File: config.mk
export PLATFORM = sky130hd
export DESIGN_NAME = axi_write_slave_flat
export DESIGN_NICKNAME = d
export VERILOG_FILES = /design/src/rtl/axi_write_slave_if.sv /design/src/rtl/axi_write_slave.sv /design/src/flat_wrapper.sv
export SDC_FILE = /design/constraint.sdc
export NUM_CORES = 2
export LEC_CHECK = 0
export ABC_CLOCK_PERIOD_IN_PS = 5420
export CAP_MARGIN = 20
export CORE_UTILIZATION = 28
export DETAILED_ROUTE_END_ITERATION = 10
export PLACE_DENSITY = 0.53
export REMOVE_ABC_BUFFERS = 1
export SLEW_MARGIN = 40
export SYNTH_ARGS = -nofsm -noshare
export SYNTH_HDL_FRONTEND = slang
export SYNTH_SLANG_ARGS = --single-unit
export TNS_END_PERCENT = 30
File: constraint.sdc
create_clock -name ACLK -period 5.42 [get_ports ACLK]
set_input_delay 1.084 -clock ACLK [delete_from_list [all_inputs] [get_ports ACLK]]
set_output_delay 1.084 -clock ACLK [all_outputs]
set_load 0.1 [all_outputs]
File: src/rtl/axi_write_slave_if.sv
// AXI3 write-channel bundle (AW, W, B) shared by the write master and the write slave.
interface axi_write_slave_if #(
    parameter int unsigned buswidth = 32
);
    logic [3:0]            AWID;
    logic [31:0]           AWADDR;
    logic [3:0]            AWLEN;
    logic [2:0]            AWSIZE;
    logic [1:0]            AWBURST;
    logic [1:0]            AWLOCK;
    logic [3:0]            AWCACHE;
    logic [2:0]            AWPROT;
    logic                  AWVALID;
    logic                  AWREADY;
    logic [3:0]            WID;
    logic [buswidth-1:0]   WDATA;
    logic [buswidth/8-1:0] WSTRB;
    logic                  WLAST;
    logic                  WVALID;
    logic                  WREADY;
    logic [3:0]            BID;
    logic [1:0]            BRESP;
    logic                  BVALID;
    logic                  BREADY;

    modport master (
        output AWID, AWADDR, AWLEN, AWSIZE, AWBURST, AWLOCK, AWCACHE, AWPROT, AWVALID,
        output WID, WDATA, WSTRB, WLAST, WVALID,
        output BREADY,
        input  AWREADY, WREADY, BID, BRESP, BVALID
    );

    modport slave (
        input  AWID, AWADDR, AWLEN, AWSIZE, AWBURST, AWLOCK, AWCACHE, AWPROT, AWVALID,
        input  WID, WDATA, WSTRB, WLAST, WVALID,
        input  BREADY,
        output AWREADY, WREADY, BID, BRESP, BVALID
    );
endinterface

File: src/rtl/axi_write_slave.sv
// AXI3 write slave: one burst at a time into a byte-strobed word memory, one B response per
// burst, plus a combinational debug read port.
module axi_write_slave #(
    parameter int unsigned buswidth = 32,
    parameter int unsigned memdepth = 64
) (
    input  logic                        ACLK,
    input  logic                        ARESETn,
    axi_write_slave_if.slave            bus,
    input  logic [$clog2(memdepth)-1:0] rd_addr,
    output logic [buswidth-1:0]         rd_data
);
    localparam int unsigned lanes    = buswidth / 8;
    localparam int unsigned lanebits = $clog2(lanes);
    localparam int unsigned aw       = $clog2(memdepth);

    typedef enum logic [1:0] {IDLE, DATA, RESP} state_t;

    state_t              state, next_state;
    logic [3:0]          id_q, len_q, count_q;
    logic [31:0]         addr_q;
    logic [2:0]          size_q;
    logic [1:0]          burst_q;
    logic                err_q, drop_q;
    logic                awready_q, wready_q, bvalid_q;
    logic [buswidth-1:0] mem [memdepth];

    logic        aw_hs, w_hs, b_hs, last_beat, aw_bad, in_range;
    logic [31:0] step, bound, word_idx, next_addr;

    assign aw_hs     = bus.AWVALID && awready_q;
    assign w_hs      = bus.WVALID && wready_q;
    assign b_hs      = bvalid_q && bus.BREADY;
    assign last_beat = (count_q == len_q);
    assign step      = 32'd1 << size_q;
    assign bound     = ({28'd0, len_q} + 32'd1) << size_q;
    assign word_idx  = addr_q >> lanebits;
    assign in_range  = (word_idx < memdepth);

    assign bus.AWREADY = awready_q;
    assign bus.WREADY  = wready_q;
    assign bus.BVALID  = bvalid_q;
    assign bus.BID     = id_q;
    assign bus.BRESP   = {err_q, 1'b0};
    assign rd_data     = mem[rd_addr];

    // Burst-level errors that make the whole burst a no-op on memory.
    always_comb begin
        aw_bad = 1'b0;
        if (bus.AWBURST == 2'b11)
            aw_bad = 1'b1;
        if ({29'd0, bus.AWSIZE} > lanebits)
            aw_bad = 1'b1;
        if (bus.AWBURST == 2'b10 && !(bus.AWLEN inside {4'd1, 4'd3, 4'd7, 4'd15}))
            aw_bad = 1'b1;
    end

    always_comb begin
        next_addr = addr_q;
        unique case (burst_q)
            2'b01:   next_addr = addr_q + step;
            2'b10:   next_addr = (addr_q & ~(bound - 32'd1)) | ((addr_q + step) & (bound - 32'd1));
            default: next_addr = addr_q;
        endcase
    end

    always_comb begin
        next_state = state;
        unique case (state)
            IDLE:    if (aw_hs) next_state = DATA;
            DATA:    if (w_hs && last_beat) next_state = RESP;
            RESP:    if (b_hs) next_state = IDLE;
            default: next_state = IDLE;
        endcase
    end

    // Handshake outputs are registered copies of the state being entered.
    always_ff @(posedge ACLK or negedge ARESETn) begin
        if (!ARESETn) begin
            state     <= IDLE;
            awready_q <= 1'b0;
            wready_q  <= 1'b0;
            bvalid_q  <= 1'b0;
        end else begin
            state     <= next_state;
            awready_q <= (next_state == IDLE);
            wready_q  <= (next_state == DATA);
            bvalid_q  <= (next_state == RESP);
        end
    end

    always_ff @(posedge ACLK or negedge ARESETn) begin
        if (!ARESETn) begin
            id_q    <= '0;
            addr_q  <= '0;
            len_q   <= '0;
            size_q  <= '0;
            burst_q <= '0;
            count_q <= '0;
            err_q   <= 1'b0;
            drop_q  <= 1'b0;
        end else if (aw_hs) begin
            id_q    <= bus.AWID;
            addr_q  <= bus.AWADDR;
            len_q   <= bus.AWLEN;
            size_q  <= bus.AWSIZE;
            burst_q <= bus.AWBURST;
            count_q <= '0;
            err_q   <= aw_bad;
            drop_q  <= aw_bad;
        end else if (w_hs) begin
            addr_q  <= next_addr;
            count_q <= count_q + 4'd1;
            if (!in_range || bus.WID != id_q || bus.WLAST != last_beat)
                err_q <= 1'b1;
        end
    end

    always_ff @(posedge ACLK or negedge ARESETn) begin
        if (!ARESETn) begin
            for (int unsigned i = 0; i < memdepth; i++)
                mem[i] <= '0;
        end else if (w_hs && !drop_q && in_range) begin
            for (int unsigned b = 0; b < lanes; b++)
                if (bus.WSTRB[b])
                    mem[word_idx[aw-1:0]][8*b +: 8] <= bus.WDATA[8*b +: 8];
        end
    end
endmodule
File: src/flat_wrapper.sv
// flat-port wrapper written by rule: the top's interface ports become plain ports
module axi_write_slave_flat 
#(
    parameter int unsigned buswidth = 32,
    parameter int unsigned memdepth = 64
)
  (ACLK, ARESETn, rd_addr, rd_data, bus_AWID, bus_AWADDR, bus_AWLEN, bus_AWSIZE, bus_AWBURST, bus_AWLOCK, bus_AWCACHE, bus_AWPROT, bus_AWVALID, bus_WID, bus_WDATA, bus_WSTRB, bus_WLAST, bus_WVALID, bus_BREADY, bus_AWREADY, bus_WREADY, bus_BID, bus_BRESP, bus_BVALID);
  axi_write_slave_if #(.buswidth(buswidth)) bus_i ();
  input  logic ACLK;
  input  logic ARESETn;
  input  logic [$clog2(memdepth)-1:0] rd_addr;
  output logic [buswidth-1:0] rd_data;
  input wire logic [$bits(bus_i.AWID)-1:0] bus_AWID;
  input wire logic [$bits(bus_i.AWADDR)-1:0] bus_AWADDR;
  input wire logic [$bits(bus_i.AWLEN)-1:0] bus_AWLEN;
  input wire logic [$bits(bus_i.AWSIZE)-1:0] bus_AWSIZE;
  input wire logic [$bits(bus_i.AWBURST)-1:0] bus_AWBURST;
  input wire logic [$bits(bus_i.AWLOCK)-1:0] bus_AWLOCK;
  input wire logic [$bits(bus_i.AWCACHE)-1:0] bus_AWCACHE;
  input wire logic [$bits(bus_i.AWPROT)-1:0] bus_AWPROT;
  input wire logic [$bits(bus_i.AWVALID)-1:0] bus_AWVALID;
  input wire logic [$bits(bus_i.WID)-1:0] bus_WID;
  input wire logic [$bits(bus_i.WDATA)-1:0] bus_WDATA;
  input wire logic [$bits(bus_i.WSTRB)-1:0] bus_WSTRB;
  input wire logic [$bits(bus_i.WLAST)-1:0] bus_WLAST;
  input wire logic [$bits(bus_i.WVALID)-1:0] bus_WVALID;
  input wire logic [$bits(bus_i.BREADY)-1:0] bus_BREADY;
  output wire logic [$bits(bus_i.AWREADY)-1:0] bus_AWREADY;
  output wire logic [$bits(bus_i.WREADY)-1:0] bus_WREADY;
  output wire logic [$bits(bus_i.BID)-1:0] bus_BID;
  output wire logic [$bits(bus_i.BRESP)-1:0] bus_BRESP;
  output wire logic [$bits(bus_i.BVALID)-1:0] bus_BVALID;
  assign bus_i.AWID = bus_AWID;
  assign bus_i.AWADDR = bus_AWADDR;
  assign bus_i.AWLEN = bus_AWLEN;
  assign bus_i.AWSIZE = bus_AWSIZE;
  assign bus_i.AWBURST = bus_AWBURST;
  assign bus_i.AWLOCK = bus_AWLOCK;
  assign bus_i.AWCACHE = bus_AWCACHE;
  assign bus_i.AWPROT = bus_AWPROT;
  assign bus_i.AWVALID = bus_AWVALID;
  assign bus_i.WID = bus_WID;
  assign bus_i.WDATA = bus_WDATA;
  assign bus_i.WSTRB = bus_WSTRB;
  assign bus_i.WLAST = bus_WLAST;
  assign bus_i.WVALID = bus_WVALID;
  assign bus_i.BREADY = bus_BREADY;
  assign bus_AWREADY = bus_i.AWREADY;
  assign bus_WREADY = bus_i.WREADY;
  assign bus_BID = bus_i.BID;
  assign bus_BRESP = bus_i.BRESP;
  assign bus_BVALID = bus_i.BVALID;
  axi_write_slave #(.buswidth(buswidth), .memdepth(memdepth)) u_core (.ACLK(ACLK), .ARESETn(ARESETn), .bus(bus_i), .rd_addr(rd_addr), .rd_data(rd_data));
endmodule
==> metrics.txt <==
number of synthesized flops with an enable pin=0; status=finished, final reports clean; worst min path class=in2async; FMAX=0.193 GHz; WP depth=9; sw frac=0.270; CP max FO=29; number of nets still failing antenna checks after routing=0; Internal=26.2 mW; Leak=53.1 nW; Ys Warns=0; Final Hold Vio Count=0; Ports=147; CP Capture Type=primary output; number of port buffers=136; CTS H-tree lvls=4; crit path buf inv count=4; Clock power frac=0.434; WP data required=4340 ps; CTS tree=done; RSZ-0062 raised after global routing=no; Post-CTS Hold Fix Bufs=0; Max-Cap Viols=0; DP HPWL=184 mm; cell area power density=318 nW/um^2; most frequent cells in the layout=dfrtp_1, mux2_2, mux4_2; Die Width=591 um; final setup vio count=0; ys flop type=dfrtp_1; max-slew violations=0; Top Layer Used=met5; layout cell share with drive strength beyond 1=0.541; Syn Inst Count=6,111; Root Buffer Master=clkbuf_16; Rows=216; synth top area cells=dfrtp_1, mux2_2, mux4_2; Via density=5.00; worst-case clock buffer depth=4; CP max-delay cell=mux4_2; Clock Latency Late Sink=910 ps; peak supply drop=0.000328 V; Total Routing Usage GR=0.160; via count=55,200; Avg Cell Area, Syn=15.9 um^2; Slew headroom=0.395; leading cell type in the layout, fill and taps excluded=dfrtp_1; NetSw=9.72 mW; Die Ht=591 um; Post-route DRC=0; kind of critical path=in2out; post-synth cell types=87; core area=346,000 um^2; largest net degree at the start of global routing=149; total grt overflow=0; initial antenna violation count=17; Cells after DPL=10,600; Post-Route WL=279 mm; area grow syn2layout=16.1%; routability congestion estimate=0.792; clock slew at reported path FFs=60 ps; routed length per placed instance=25.2 um; Fill cells=33,500; Register-to-Register Path Depth=12; family with the most delay on the worst path=multiplexers; Critical Path Most Common Cell=buf_12; startpoint types=input port; CP max stage delay=540 ps; Post-Route Skew=89.2 ps; min Tclk post-route=5190 ps; FF-to-FF setup slack=1500 ps; First-pass DRT Iterations=5; total CTS buffers=233; DRT met1 WL=128 mm; CP Cell Sequence=buf_8, buf_12, buf_12, mux4_2, mux4_2, mux2_2, nand2_1, o21ai_0, buf_12; Worst Tran Pin Value=906 ps; Setup TNS=0 ps; area leader, netlist=dfrtp_1; non-filler cells, final=11,000; Async S/R FF share, synth=1.00; Post-CTS Repair Setup Buffers=0; Syn Std Cell Area=97,300 um^2; register area share after synthesis=0.541; CTS-repair resized insts=0; Layout Nets=6,405; Seq. cell area=52,700 um^2; top-area cell type share of the netlist area=0.541; period utilization=0.957; Initial Utilization=0.281; Initial DRC Count=3,585; Die Area=350,000 um^2; vias in the first global route=59,600; WP data arrival=4100 ps; Gate power share=0.114; R2R Path Start=u_core.size_q[2]; met3 WL=10.6 mm; first-pass GRT wire length=418 mm; clk sinks=2,104; Seq pwr share=0.452; #FFs+latches synth=2,104; WL met2=131 mm; area of the multi-input gates=43,000 um^2
worst max path at each step:
stage	start	endpoint	slack, ps
floorplan	rd_addr[0]	rd_data[0]	570
global placement	rd_addr[0]	rd_data[0]	200
detailed placement	rd_addr[0]	rd_data[0]	220
CTS	rd_addr[0]	rd_data[0]	220
global route	rd_addr[0]	rd_data[0]	170
finish	rd_addr[0]	rd_data[0]	230
synthesized netlist by cell type, types with 11 or more instances:
cell,instances
a21oi_1,49
buf_1,53
buf_2,66
buf_4,11
clkbuf_1,306
dfrtp_1,2104
ha_1,13
inv_1,13
mux2_1,27
mux2_2,2040
mux2i_1,14
mux4_2,660
nand2_1,314
nand3_1,39
nor2_1,104
nor2_2,15
nor2_4,30
nor3_1,12
o21ai_0,42
xnor2_1,14
xor2_1,11
registers in the layout (all words and copies together), names as in the netlist, named ones only:
signal,count
u_core.len_q,4
u_core.bus.BID,4
u_core.bus.AWREADY,1
u_core.bus.WREADY,1
u_core.drop_q,1
u_core.size_q,3
u_core.count_q,4
u_core.bus.BVALID,1
u_core.state,2
u_core.mem,2048
u_core.burst_q,2
u_core.err_q,1
power by group through the flow:
stage          clock network [mW]  registers [mW]  logic [mW]
3_3_place_gp                    0            16.5        4.03
2_1_floorplan                   0            16.6        1.77
4_1_cts                      16.1            16.2        4.10
5_1_grt                      16.7            16.3        4.41
3_5_place_dp                    0            16.5        4.08
6_report                     15.6            16.3        4.09
final cells by class:
type                       instances  share of cell area
sequential                      2104               0.466
multi-input combinational       3554               0.380
clock buffer                     350              0.0601
tap                             4578              0.0507
timing repair buffer             378              0.0365
clock inverter                    60             0.00586
inverter                          14            0.000465
antenna                            3           0.0000664
routing by layer:
metal | track usage | vias to the layer above
li1 | - | 23300
met1 | 0.223 | 30400
met2 | 0.256 | 1088
met3 | 0.0231 | 387
met4 | 0.0505 | 4
met5 | 0 | -
cells by family (layout without fill, tap and decap cells):
logic type / Yosys count / in the layout / share of synthesized area
mux: 2741 / 2741 / 0.393
flops: 2104 / 2104 / 0.541
simple gates: 599 / 599 / 0.0298
buf+inv: 453 / 802 / 0.0191
compound gates: 174 / 174 / 0.0124
xor+xnor: 25 / 25 / 0.00225
fa+ha+maj: 14 / 14 / 0.00188
other cells: 1 / 4 / 0.0000385
stage by stage:
stage | cell area, um^2 | worst slack [ps] | util | power [mW] | hold WS (ps)
after floorplan | 95500 | 566 | - | 18.4 | 422
after global placement | 105000 | 203 | 0.305 | 20.6 | 444
after detailed placement | 105000 | 223 | 0.305 | 20.6 | 453
after CTS | 113000 | 221 | 0.326 | 36.4 | 205
after global routing | 113000 | 167 | 0.327 | 37.4 | 114
final | 113000 | 234 | 0.327 | 36.0 | 146
No activity file was read; power rests on OpenSTA's default activity.
